File: src/rtl/pwm_capture.sv
// Serial capture receiver for PWM-shaped waveforms: reassembles LSB-first words
// sampled once per programmable bit period and measures recent high/low pulse widths.
module pwm_capture #(
    parameter int SYNC_STAGES = 2,
    parameter int WORD_W      = 32
) (
    input  logic              hclk,
    input  logic              hresetn,
    input  logic              cap_en,
    input  logic              cap_rst,
    input  logic [31:0]       cap_cfg,
    input  logic              pwm_in,
    input  logic              rx_ack,
    output logic [WORD_W-1:0] rx_word,
    output logic              rx_valid,
    output logic              rx_irq,
    output logic              rx_overrun,
    output logic              busy,
    output logic [15:0]       hi_width,
    output logic [15:0]       lo_width
);

    localparam int BIT_W = (WORD_W > 1) ? $clog2(WORD_W) : 1;
    localparam logic [BIT_W-1:0] LAST_BIT = BIT_W'(WORD_W - 1);
    localparam logic [15:0] RUN_MAX = 16'hFFFF;

    typedef enum logic [1:0] {
        ST_IDLE = 2'd0,
        ST_ARM  = 2'd1,
        ST_RUN  = 2'd2
    } state_t;

    state_t                 state_q, state_d;
    logic [SYNC_STAGES-1:0] sync_q, sync_d;
    logic                   s_prev_q, s_prev_d;
    logic [15:0]            phase_q, phase_d;
    logic [BIT_W-1:0]       bit_cnt_q, bit_cnt_d;
    logic [WORD_W-1:0]      shift_q, shift_d;
    logic [WORD_W-1:0]      rx_word_q, rx_word_d;
    logic                   rx_valid_q, rx_valid_d;
    logic                   rx_irq_q, rx_irq_d;
    logic                   rx_overrun_q, rx_overrun_d;
    logic [15:0]            run_len_q, run_len_d;
    logic [15:0]            hi_width_q, hi_width_d;
    logic [15:0]            lo_width_q, lo_width_d;

    logic                   s_in;
    logic                   rise;
    logic [15:0]            per;
    logic [15:0]            samp_phase;
    logic [15:0]            cur_phase;
    logic                   active;
    logic                   word_done;
    logic [WORD_W-1:0]      shifted;

    // Input synchronizer and edge detect
    always_comb begin
        sync_d   = {sync_q[SYNC_STAGES-2:0], pwm_in};
        s_in     = sync_q[SYNC_STAGES-1];
        s_prev_d = s_in;
        rise     = s_in & ~s_prev_q;
    end

    // Sample phase is clamped to the last phase of the bit, so P=0 samples every cycle
    always_comb begin
        per        = cap_cfg[15:0];
        samp_phase = (cap_cfg[31:16] > per) ? per : cap_cfg[31:16];
        shifted    = {s_in, shift_q[WORD_W-1:1]};
    end

    // Capture FSM and bit counters
    always_comb begin
        state_d   = state_q;
        phase_d   = phase_q;
        bit_cnt_d = bit_cnt_q;
        shift_d   = shift_q;
        cur_phase = phase_q;
        active    = 1'b0;
        word_done = 1'b0;

        if (!cap_en) begin
            state_d   = ST_IDLE;
            phase_d   = '0;
            bit_cnt_d = '0;
            shift_d   = '0;
        end else begin
            case (state_q)
                ST_IDLE: begin
                    phase_d   = '0;
                    bit_cnt_d = '0;
                    shift_d   = '0;
                    state_d   = ST_ARM;
                end
                ST_ARM: begin
                    // The rise cycle itself is phase 0 of bit 0.
                    if (rise) begin
                        state_d   = ST_RUN;
                        cur_phase = '0;
                        active    = 1'b1;
                    end
                end
                ST_RUN: begin
                    active = 1'b1;
                end
                default: begin
                    state_d = ST_IDLE;
                end
            endcase

            if (active) begin
                phase_d = (cur_phase == per) ? 16'd0 : cur_phase + 16'd1;
                if (cur_phase == samp_phase) begin
                    shift_d = shifted;
                    if (bit_cnt_q == LAST_BIT) begin
                        bit_cnt_d = '0;
                        word_done = 1'b1;
                    end else begin
                        bit_cnt_d = bit_cnt_q + 1'b1;
                    end
                end
            end
        end

        if (cap_rst) begin
            state_d   = ST_IDLE;
            phase_d   = '0;
            bit_cnt_d = '0;
            shift_d   = '0;
        end
    end

    // Receive holding register, valid/overrun flags and interrupt pulse
    always_comb begin
        rx_word_d    = rx_word_q;
        rx_valid_d   = rx_valid_q;
        rx_overrun_d = rx_overrun_q;
        rx_irq_d     = 1'b0;

        if (word_done) begin
            rx_word_d  = shifted;
            rx_valid_d = 1'b1;
            rx_irq_d   = 1'b1;
            if (rx_valid_q && !rx_ack) begin
                rx_overrun_d = 1'b1;
            end
        end else if (rx_ack) begin
            rx_valid_d = 1'b0;
        end

        if (cap_rst) begin
            rx_word_d    = '0;
            rx_valid_d   = 1'b0;
            rx_overrun_d = 1'b0;
            rx_irq_d     = 1'b0;
        end
    end

    // Pulse width meter, runs whenever capture is enabled
    always_comb begin
        run_len_d  = run_len_q;
        hi_width_d = hi_width_q;
        lo_width_d = lo_width_q;

        if (cap_rst) begin
            run_len_d  = '0;
            hi_width_d = '0;
            lo_width_d = '0;
        end else if (!cap_en) begin
            run_len_d = '0;
        end else if (s_in != s_prev_q) begin
            if (s_prev_q) begin
                hi_width_d = run_len_q;
            end else begin
                lo_width_d = run_len_q;
            end
            run_len_d = 16'd1;
        end else if (run_len_q != RUN_MAX) begin
            run_len_d = run_len_q + 16'd1;
        end
    end

    always_ff @(posedge hclk or negedge hresetn) begin
        if (!hresetn) begin
            state_q      <= ST_IDLE;
            sync_q       <= '0;
            s_prev_q     <= 1'b0;
            phase_q      <= '0;
            bit_cnt_q    <= '0;
            shift_q      <= '0;
            rx_word_q    <= '0;
            rx_valid_q   <= 1'b0;
            rx_irq_q     <= 1'b0;
            rx_overrun_q <= 1'b0;
            run_len_q    <= '0;
            hi_width_q   <= '0;
            lo_width_q   <= '0;
        end else begin
            state_q      <= state_d;
            sync_q       <= sync_d;
            s_prev_q     <= s_prev_d;
            phase_q      <= phase_d;
            bit_cnt_q    <= bit_cnt_d;
            shift_q      <= shift_d;
            rx_word_q    <= rx_word_d;
            rx_valid_q   <= rx_valid_d;
            rx_irq_q     <= rx_irq_d;
            rx_overrun_q <= rx_overrun_d;
            run_len_q    <= run_len_d;
            hi_width_q   <= hi_width_d;
            lo_width_q   <= lo_width_d;
        end
    end

    assign rx_word    = rx_word_q;
    assign rx_valid   = rx_valid_q;
    assign rx_irq     = rx_irq_q;
    assign rx_overrun = rx_overrun_q;
    assign busy       = (state_q == ST_RUN);
    assign hi_width   = hi_width_q;
    assign lo_width   = lo_width_q;

endmodule

File: config.mk
export PLATFORM = sky130hd
export DESIGN_NAME = pwm_capture
export DESIGN_NICKNAME = d
export VERILOG_FILES = /design/src/rtl/pwm_capture.sv
export SDC_FILE = /design/constraint.sdc
export NUM_CORES = 1
export LEC_CHECK = 0
export ABC_AREA = 1
export BUFFER_PORTS_ARGS = -buffer_cell sky130_fd_sc_hd__buf_4
export CAP_MARGIN = 20
export CORE_MARGIN = 3
export CORE_UTILIZATION = 58
export CTS_CLUSTER_SIZE = 10
export DETAILED_ROUTE_END_ITERATION = 6
export MAX_ROUTING_LAYER = met4
export PLACE_DENSITY_LB_ADDON = 0.1
export SLEW_MARGIN = 0
export SYNTH_ARGS = -nofsm -noshare
export SYNTH_HDL_FRONTEND = slang
export SYNTH_SLANG_ARGS = --single-unit
File: constraint.sdc
create_clock -name hclk -period 3.02 [get_ports hclk]
set_input_delay 0.302 -clock hclk [delete_from_list [all_inputs] [get_ports hclk]]
set_output_delay 0.302 -clock hclk [all_outputs]
set_load 0.05 [all_outputs]
==> results of run 1 <==
[power by group]
| group | leakage, uW | switching (uW) | internal, uW |
|---|---|---|---|
| Combinational | 0.00262 | 218 | 128 |
| Clock | 0.000327 | 806 | 1570 |
| Sequential | 0.00195 | 5.57 | 1880 |
[worst reg2reg max path: stages, from the launching register on]
cell     delay [ns]
dfrtp_1        0.38
inv_1          0.08
ha_2           0.26
nand2_4        0.14
buf_4          0.17
nand2_1        0.15
xor2_1         0.26
inv_1          0.07
nand2_1        0.06
nor2_1         0.04
nand2_1        0.06
nand3_1        0.10
nand3_2        0.13
nor2_4         0.05
nand3_2        0.08
buf_12         0.30
nand2_1        0.14
inv_1          0.08
nor2_1         0.05
[path summary, 6_finish.rpt]
| kind | end | cells after the start | slack [ns] |
|---|---|---|---|
| worst max-delay path | shift_q[21]$_DFF_PN0_ | 18 | 0.33 |
| worst min-delay path | rx_valid$_DFFE_PN0P_ | 4 | 0.17 |
| worst max register to register | shift_q[21]$_DFF_PN0_ | 18 | 0.33 |
| worst min register to register | sync_q[1]$_DFF_PN0_ | 0 | 0.37 |
| max in group asynchronous | rx_word[3]$_DFFE_PN0P_ | 3 | 1.72 |
| min in group asynchronous | phase_q[0]$_DFFE_PN0P_ | 2 | 0.48 |
[flip-flops by register name, indices dropped and copies added (netlist names)]
signal      count
rx_word        32
shift_q        31
hi_width       16
lo_width       16
phase_q        16
run_len_q      16
bit_cnt_q       5
state_q         2
sync_q          2
rx_irq          1
rx_overrun      1
rx_valid        1
s_prev_q        1
[per-layer routing]
layer / GRT usage / vias to the layer above
met5: - / -
met4: 0.06586 / 0
met3: 0.05035 / 27
met2: 0.3946 / 190
met1: 0.3574 / 3067
li1: - / 3232
[cells by family after synthesis]
family,share of synthesized area
XOR/XNOR,0.01942
buffers and inverters,0.08011
adder cells (fa/ha/maj),0.04079
multiplexers,0.04699
flip-flops,0.4568
AND/OR/NAND/NOR,0.2697
AO/OA/AOI/OAI,0.08615
[timing repair]
action	CTS	global route
gates resized for setup	0	6
setup endpoints to repair	0	71
hold buffers	2	0
hold endpoints to repair	81	0
[per-stage QoR]
step,total power (uW),area (sq um),util,instances,hold WS [ns]
2_1_floorplan,2116,7669,-,927,0.006409
3_3_place_gp,2258,8662,0.6781,1185,0.3462
3_5_place_dp,2261,8662,0.6781,1185,0.3477
4_1_cts,4649,9361,0.7329,1219,0.1682
5_1_grt,4786,9395,0.7355,1220,0.2168
6_report,4615,9395,0.7355,1220,0.1725
[final cells by class]
type                    count  share of cell area
well taps                 172             0.02291
flip-flops and latches    140              0.3729
multi-input cells         638              0.3815
inverters                 112             0.04475
clock inverters            14             0.02557
clock buffers              18             0.04674
repair buffers            126              0.1056
[cells in the final DEF, fill, tap and decap left out, types with 3 or more instances in the layout]
cell / instances
xnor2_1: 3
clkbuf_16: 17
o21bai_1: 13
xor2_1: 14
o22ai_1: 6
buf_4: 120
o21bai_2: 20
nand2_2: 5
buf_12: 3
dfrtp_1: 140
a21oi_1: 15
nor3_1: 6
inv_1: 108
nand3_1: 68
nor2_1: 99
a211oi_1: 3
nand4_1: 44
nand3b_1: 5
bufinv_16: 6
mux2_2: 32
nand2_1: 234
inv_2: 3
o21ai_0: 20
ha_1: 23
==> summary.txt, run 1 <==
Run status
  – Outcome: finished clean

Synthesis
  – Count of cell types in the netlist: 43
  – Synth cell count leaders: nand2_1, dfrtp_1, inv_1
  – Synth Register Bits: 140
  – Synth Warn #: 0
  – Post-Syn Nets: 990
  – Synth Instances: 927
  – Post-synthesis cell area: 7669 sq um
  – Synth area leaders: dfrtp_1, nand2_1, inv_1, nor2_1, mux2_2
  – Ys async rst share: 1.000
  – Top FF cell, synth: dfrtp_1
  – Syn_area_per_cell: 8.272 sq um
  – Sequential share of the synthesized area: 0.4568
  – Synth area leader: dfrtp_1
  – Top cell type's share of synthesized area: 0.4568
  – Post-synth EDFFs: 0
  – Top-count cell post-synth: nand2_1

Route
  – Met1 WL: 8.167 mm
  – Metal3 WL: 1.009 mm
  – Vias: 6516
  – DRT antenna net count: 0
  – WL/cell: 14.46 microns
  – Met2 wire length: 8.220 mm
  – Vias per Instance: 5.341
  – Pre-antenna DRT Iters: 5
  – # DRC: 0
  – Final wirelength: 17.65 mm
  – DR top layer: met4
  – Initial DRC Count: 533

Placed design
  – Gpl congestion: 0.9025
  – I/O Buffers: 105
  – Post-place setup slack: 0.1194 ns
  – Estimated wirelength of the detail-placed design: 11.71 mm

Finish
  – Synthesis-to-layout area growth: 22.52%
  – FILL cells: 977
  – Fin nets: 1098
  – Antenna diodes: 0
  – Share of layout cells above drive strength 1: 0.2214
  – Multi-input gate area: 3585 sq um
  – Register area: 3503 sq um

STA
  – RSZ-0062 raised after global routing: no
  – Worst-Margin Slew: 0.7557 ns
  – Final Max Tran Viols: 0
  – Post-route worst setup slack: 0.3281 ns
  – Final setup fails: 0
  – Post-layout minimum cycle time: 2.692 ns
  – Final hold vios: 0
  – Final Cycle Share: 0.8914
  – Fin Clk Skew: 0.008128 ns
  – Setup_tns: 0 ns
  – Achievable Freq: 371.5 MHz
  – Relative slew slack: 0.4962

Worst setup path
  – Cell family with most CP delay: simple AND/OR/NAND/NOR gates
  – Crit. End Element: flip-flop
  – Crit Path Max Fanout: 68
  – Data required time of the worst path: 3.33 ns
  – Setup crit start: s_prev_q$_DFF_PN0_
  – Crit start category: flip-flop
  – Slowest Stage Delay on Critical Path: 0.38 ns
  – Worst endpoint data arrival time: 3.00 ns
  – Worst-path cell chain: inv_1 > ha_2 > nand2_4 > buf_4 > nand2_1 > xor2_1 > inv_1 > nand2_1 > nor2_1 > nand2_1 > nand3_1 > nand3_2 > nor2_4 > nand3_2 > buf_12 > nand2_1 > inv_1 > nor2_1
  – Top cell by count, worst path: nand2_1
  – R2r startpoint: s_prev_q$_DFF_PN0_
  – Setup CP Type: flip-flop to flip-flop
  – CP Buf/Inv Count: 5
  – Slowest cell on crit path: dfrtp_1

Clock network
  – Clock sink total: 140
  – Clock tree from TritonCTS: built
  – Reg clk slew, reported paths: 0.06 ns
  – Clock Path Buffers: 2
  – Clk_lat worst skew: 0.42 ns
  – Htree depth: 4
  – Total CTS buffers: 17
  – Setup bufs post-CTS: 0
  – Root Driver: clkbuf_16

Floorplan
  – Rows: 41
  – Die width: 121.0 microns
  – Die area: 14640 sq um
  – Ports: 106
  – Core outline area: 12770 sq um
  – Die H: 121.0 microns
  – Initial Utilization: 0.6004

Job
  – Max-cap viol count: 0

Worst hold path
  – Hold Path Class: primary input to flip-flop
  – Hold_sp: rx_ack

Pwr
  – Peak supply drop: 0.5693 mV
  – Static leakage: 0.004895 uW
  – Power Density: 491.2 nW/um^2

Global route
  – Largest net degree at the start of global routing: 82
  – Initial antenna violation count: 0
  – Vias in the first global route: 6139
  – Total GRT Usage: 0.2579
  – Grt total ovfl: 0
  – Global-route wire length before repair: 29.56 mm
Power figures use the tool's default switching activity.
==> run 2: changes to the inputs <==
Settings changed: CELL_PAD_IN_SITES_DETAIL_PLACEMENT from default to 1, CELL_PAD_IN_SITES_GLOBAL_PLACEMENT from default to 1, CORE_UTILIZATION 58 to 43, SETUP_SLACK_MARGIN from default to 0.15.
==> summary.txt, run 2 (synthesis gave the netlist of run 1 again) <==
Run status
  – Outcome: finished clean

Pwr
  – P_sw: 1039 uW (+0.94%)
  – Logic pwr share: 0.082 (+0.007)
  – Net Sw Frac: 0.2396 (+0.01659)
  – Peak supply drop: 0.3854 mV (-32%)
  – Int Power: 3297 uW (-8.0%)
  – Tot Pwr: 4336 uW (-6.0%)
  – Power Density: 458.5 nW/um^2 (-6.7%)
  – Sequential cell fraction of total power: 0.435 (+0.026)
  – Clock power frac: 0.482 (-0.034)
  – Static leakage: 0.004899 uW (about the same)

Worst setup path
  – Crit Path Max Fanout: 11 (-84%)
  – Setup CP Type: flip-flop to flip-flop
  – R2r startpoint: sync_q[1]$_DFF_PN0_
  – Crit start category: flip-flop
  – Slowest cell on crit path: dfrtp_1
  – R2r endpoint: phase_q[14]$_DFFE_PN0P_
  – Critical Path Stages: 15 (-3)
  – Worst-path cell chain: ha_2 > nand2_4 > buf_12 > nand2_2 > inv_1 > ha_1 > nand4_1 > nor2_2 > nand4_1 > nor3_2 > nand2_2 > nor2_4 > nand3_1 > xnor2_1 > o21ai_1
  – Setup crit start: sync_q[1]$_DFF_PN0_
  – Reg-to-reg slack, setup: 0.30 ns (-0.03 ns)
  – Register-to-Register Path Depth: 15 (-3)
  – Slowest Stage Delay on Critical Path: 0.42 ns (+0.04 ns)
  – CP Buf/Inv Count: 2 (-3)
  – Cell family with most CP delay: simple AND/OR/NAND/NOR gates
  – Data required time of the worst path: 3.32 ns (about the same)
  – Worst endpoint data arrival time: 3.03 ns (+0.03 ns)
  – Crit. End Element: flip-flop

Route
  – Initial DRC Count: 347 (-35%)
  – # DRC: 0 (unchanged)
  – DRT antenna net count: 0 (unchanged)
  – Vias: 6639 (+1.9%)
  – WL/cell: 17.02 microns (+18%)
  – Final wirelength: 21.68 mm (+23%)
  – Vias per Instance: 5.211 (-2.4%)
  – Pre-antenna DRT Iters: 4 (-1)

Worst hold path
  – Hold EP: rx_valid$_DFFE_PN0P_
  – Hold Path Class: primary input to flip-flop
  – Hold_sp: rx_ack
  – Hold path depth: 4 (unchanged)

STA
  – Relative slew slack: 0.5363 (+0.04018)
  – Final setup fails: 0 (unchanged)
  – Final Cycle Share: 0.9019 (+0.01050)
  – Final Max Tran Viols: 0 (unchanged)
  – RSZ-0062 raised after global routing: no
  – Post-layout minimum cycle time: 2.724 ns (+0.03171 ns)
  – Fin Clk Skew: 0.006724 ns (-0.001404 ns)
  – Worst-Margin Slew: 0.6955 ns (-0.06026 ns)
  – Achievable Freq: 367.2 MHz (-1.2%)
  – Setup_tns: 0 ns (unchanged)
  – Final hold vios: 0 (unchanged)

Finish
  – Commonest non-fill, non-tap cell in the layout: nand2_1
  – Final std cells w/o fill: 1274 (+4.4%)
  – Largest register FFs: 32 (unchanged)
  – Most frequent cells in the layout: nand2_1, dfrtp_1, buf_4, inv_1, nor2_1
  – FILL cells: 2114 (+120%)
  – Antenna diodes: 0 (unchanged)
  – Synthesis-to-layout area growth: 23.33%
  – Share of layout cells above drive strength 1: 0.2278 (+0.006462)
  – Fin nets: 1102 (+0.36%)

Clock network
  – Reg clk slew, reported paths: 0.06 ns (about the same)
  – Clock sink total: 140 (unchanged)
  – Clock tree from TritonCTS: built
  – Htree depth: 4 (unchanged)
  – Total CTS buffers: 17 (unchanged)
  – Clk_lat worst skew: 0.42 ns (about the same)
  – Clock Path Buffers: 2 (unchanged)
  – Root Driver: clkbuf_16

Floorplan
  – Initial Utilization: 0.4418 (-0.1585)
  – Rows: 48 (+17%)
  – Die H: 139.5 microns (+15%)
  – Die area: 19470 sq um (+33%)
  – Ports: 106 (unchanged)
  – Core outline area: 17360 sq um (+36%)
  – Die width: 139.5 microns (+15%)

Placed design
  – Gpl congestion: 0.8684 (-3.8%)
  – I/O Buffers: 105 (unchanged)
  – DP Cell Count: 1238 (+4.5%)
  – Estimated wirelength of the detail-placed design: 14.70 mm (+26%)

Global route
  – Met1 usage: 0.2900 (-0.06741)
  – GR Util met2: 0.3761 (-0.01850)
  – Most crowded layer after global routing: met2
  – Initial antenna violation count: 0 (unchanged)
  – Global-route wire length before repair: 34.96 mm (+18%)
  – Total GRT Usage: 0.2260 (-0.03186)
  – Largest net degree at the start of global routing: 70 (-15%)
  – Vias in the first global route: 6963 (+13%)
  – Grt total ovfl: 0 (unchanged)
  – M3 GR Usage: 0.03814 (-0.01221)

Job
  – Max-cap viol count: 0 (unchanged)
run 2: cell types whose count changed in the layout (fill, tap and decap cells not counted), sizes merged:
cell,previous run,this run
clkbuf,18,20
bufinv,6,3
buf,124,127
nand2,241,240
run 2: final cells by class:
class,count,area (sq um),area share
timing repair buffer,131,1072,0.1134
sequential,140,3503,0.3704
clock inverter,11,146.4,0.01548
tap,225,281.5,0.02977
inverter,112,420.4,0.04445
multi-input combinational,637,3605,0.3811
clock buffer,18,429.2,0.04538
run 2: power by group through the flow:
| stage | Combinational [uW] | Clock, uW | Sequential, uW |
|---|---|---|---|
| floorplan | 187 | 0 | 1930 |
| global placement | 346 | 0 | 1920 |
| detailed placement | 351 | 0 | 1920 |
| CTS | 356 | 2130 | 1890 |
| global route | 401 | 2210 | 1890 |
| finish | 357 | 2090 | 1890 |
run 2: worst register-to-register path: cells and delay by family (launching register included):
family	cells	cell delay, ns
AOI/OAI and AO/OA	1	0.07
adders and majority gates	2	0.43
and+or+nand+nor	9	1.30
DFF	1	0.42
xor gates and xnor gates	1	0.14
buffers and inverters	2	0.25
run 2: what timing repair did:
action	CTS	global route
gates resized for setup	0	16
hold endpoints to repair	67	0
hold buffers	2	0
endpoints found under the setup margin	0	73
setup buffers	0	2
run 2: worst max path at each step:
stage	to	slack, ns
floorplan	phase_q[14]$_DFFE_PN0P_	0.60
global placement	bit_cnt_q[2]$_DFF_PN0_	0.33
detailed placement	phase_q[14]$_DFFE_PN0P_	0.20
CTS	phase_q[14]$_DFFE_PN0P_	0.18
global route	phase_q[14]$_DFFE_PN0P_	0.05
finish	phase_q[14]$_DFFE_PN0P_	0.30
run 2: layer usage:
| layer | vias up | share of wire |
|---|---|---|
| met5 | - | 0 |
| met1 | 3298 | 0.46 |
| li1 | 3225 | - |
| met3 | 24 | 0.028 |
| met2 | 92 | 0.50 |
| met4 | 0 | 0.012 |
run 2: through the flow:
| step | util | hold slack, ns | setup slack (ns) | area (sq um) |
|---|---|---|---|---|
| final | 0.5449 | 0.1920 | 0.2964 | 9458 |
| after global routing | 0.5449 | 0.2131 | 0.05481 | 9458 |
| after CTS | 0.5372 | 0.1658 | 0.1802 | 9324 |
| after detailed placement | 0.5029 | 0.3490 | 0.2023 | 8728 |
| after global placement | 0.5029 | 0.3534 | 0.3298 | 8728 |
| after floorplan | - | 0.006409 | 0.5982 | 7669 |
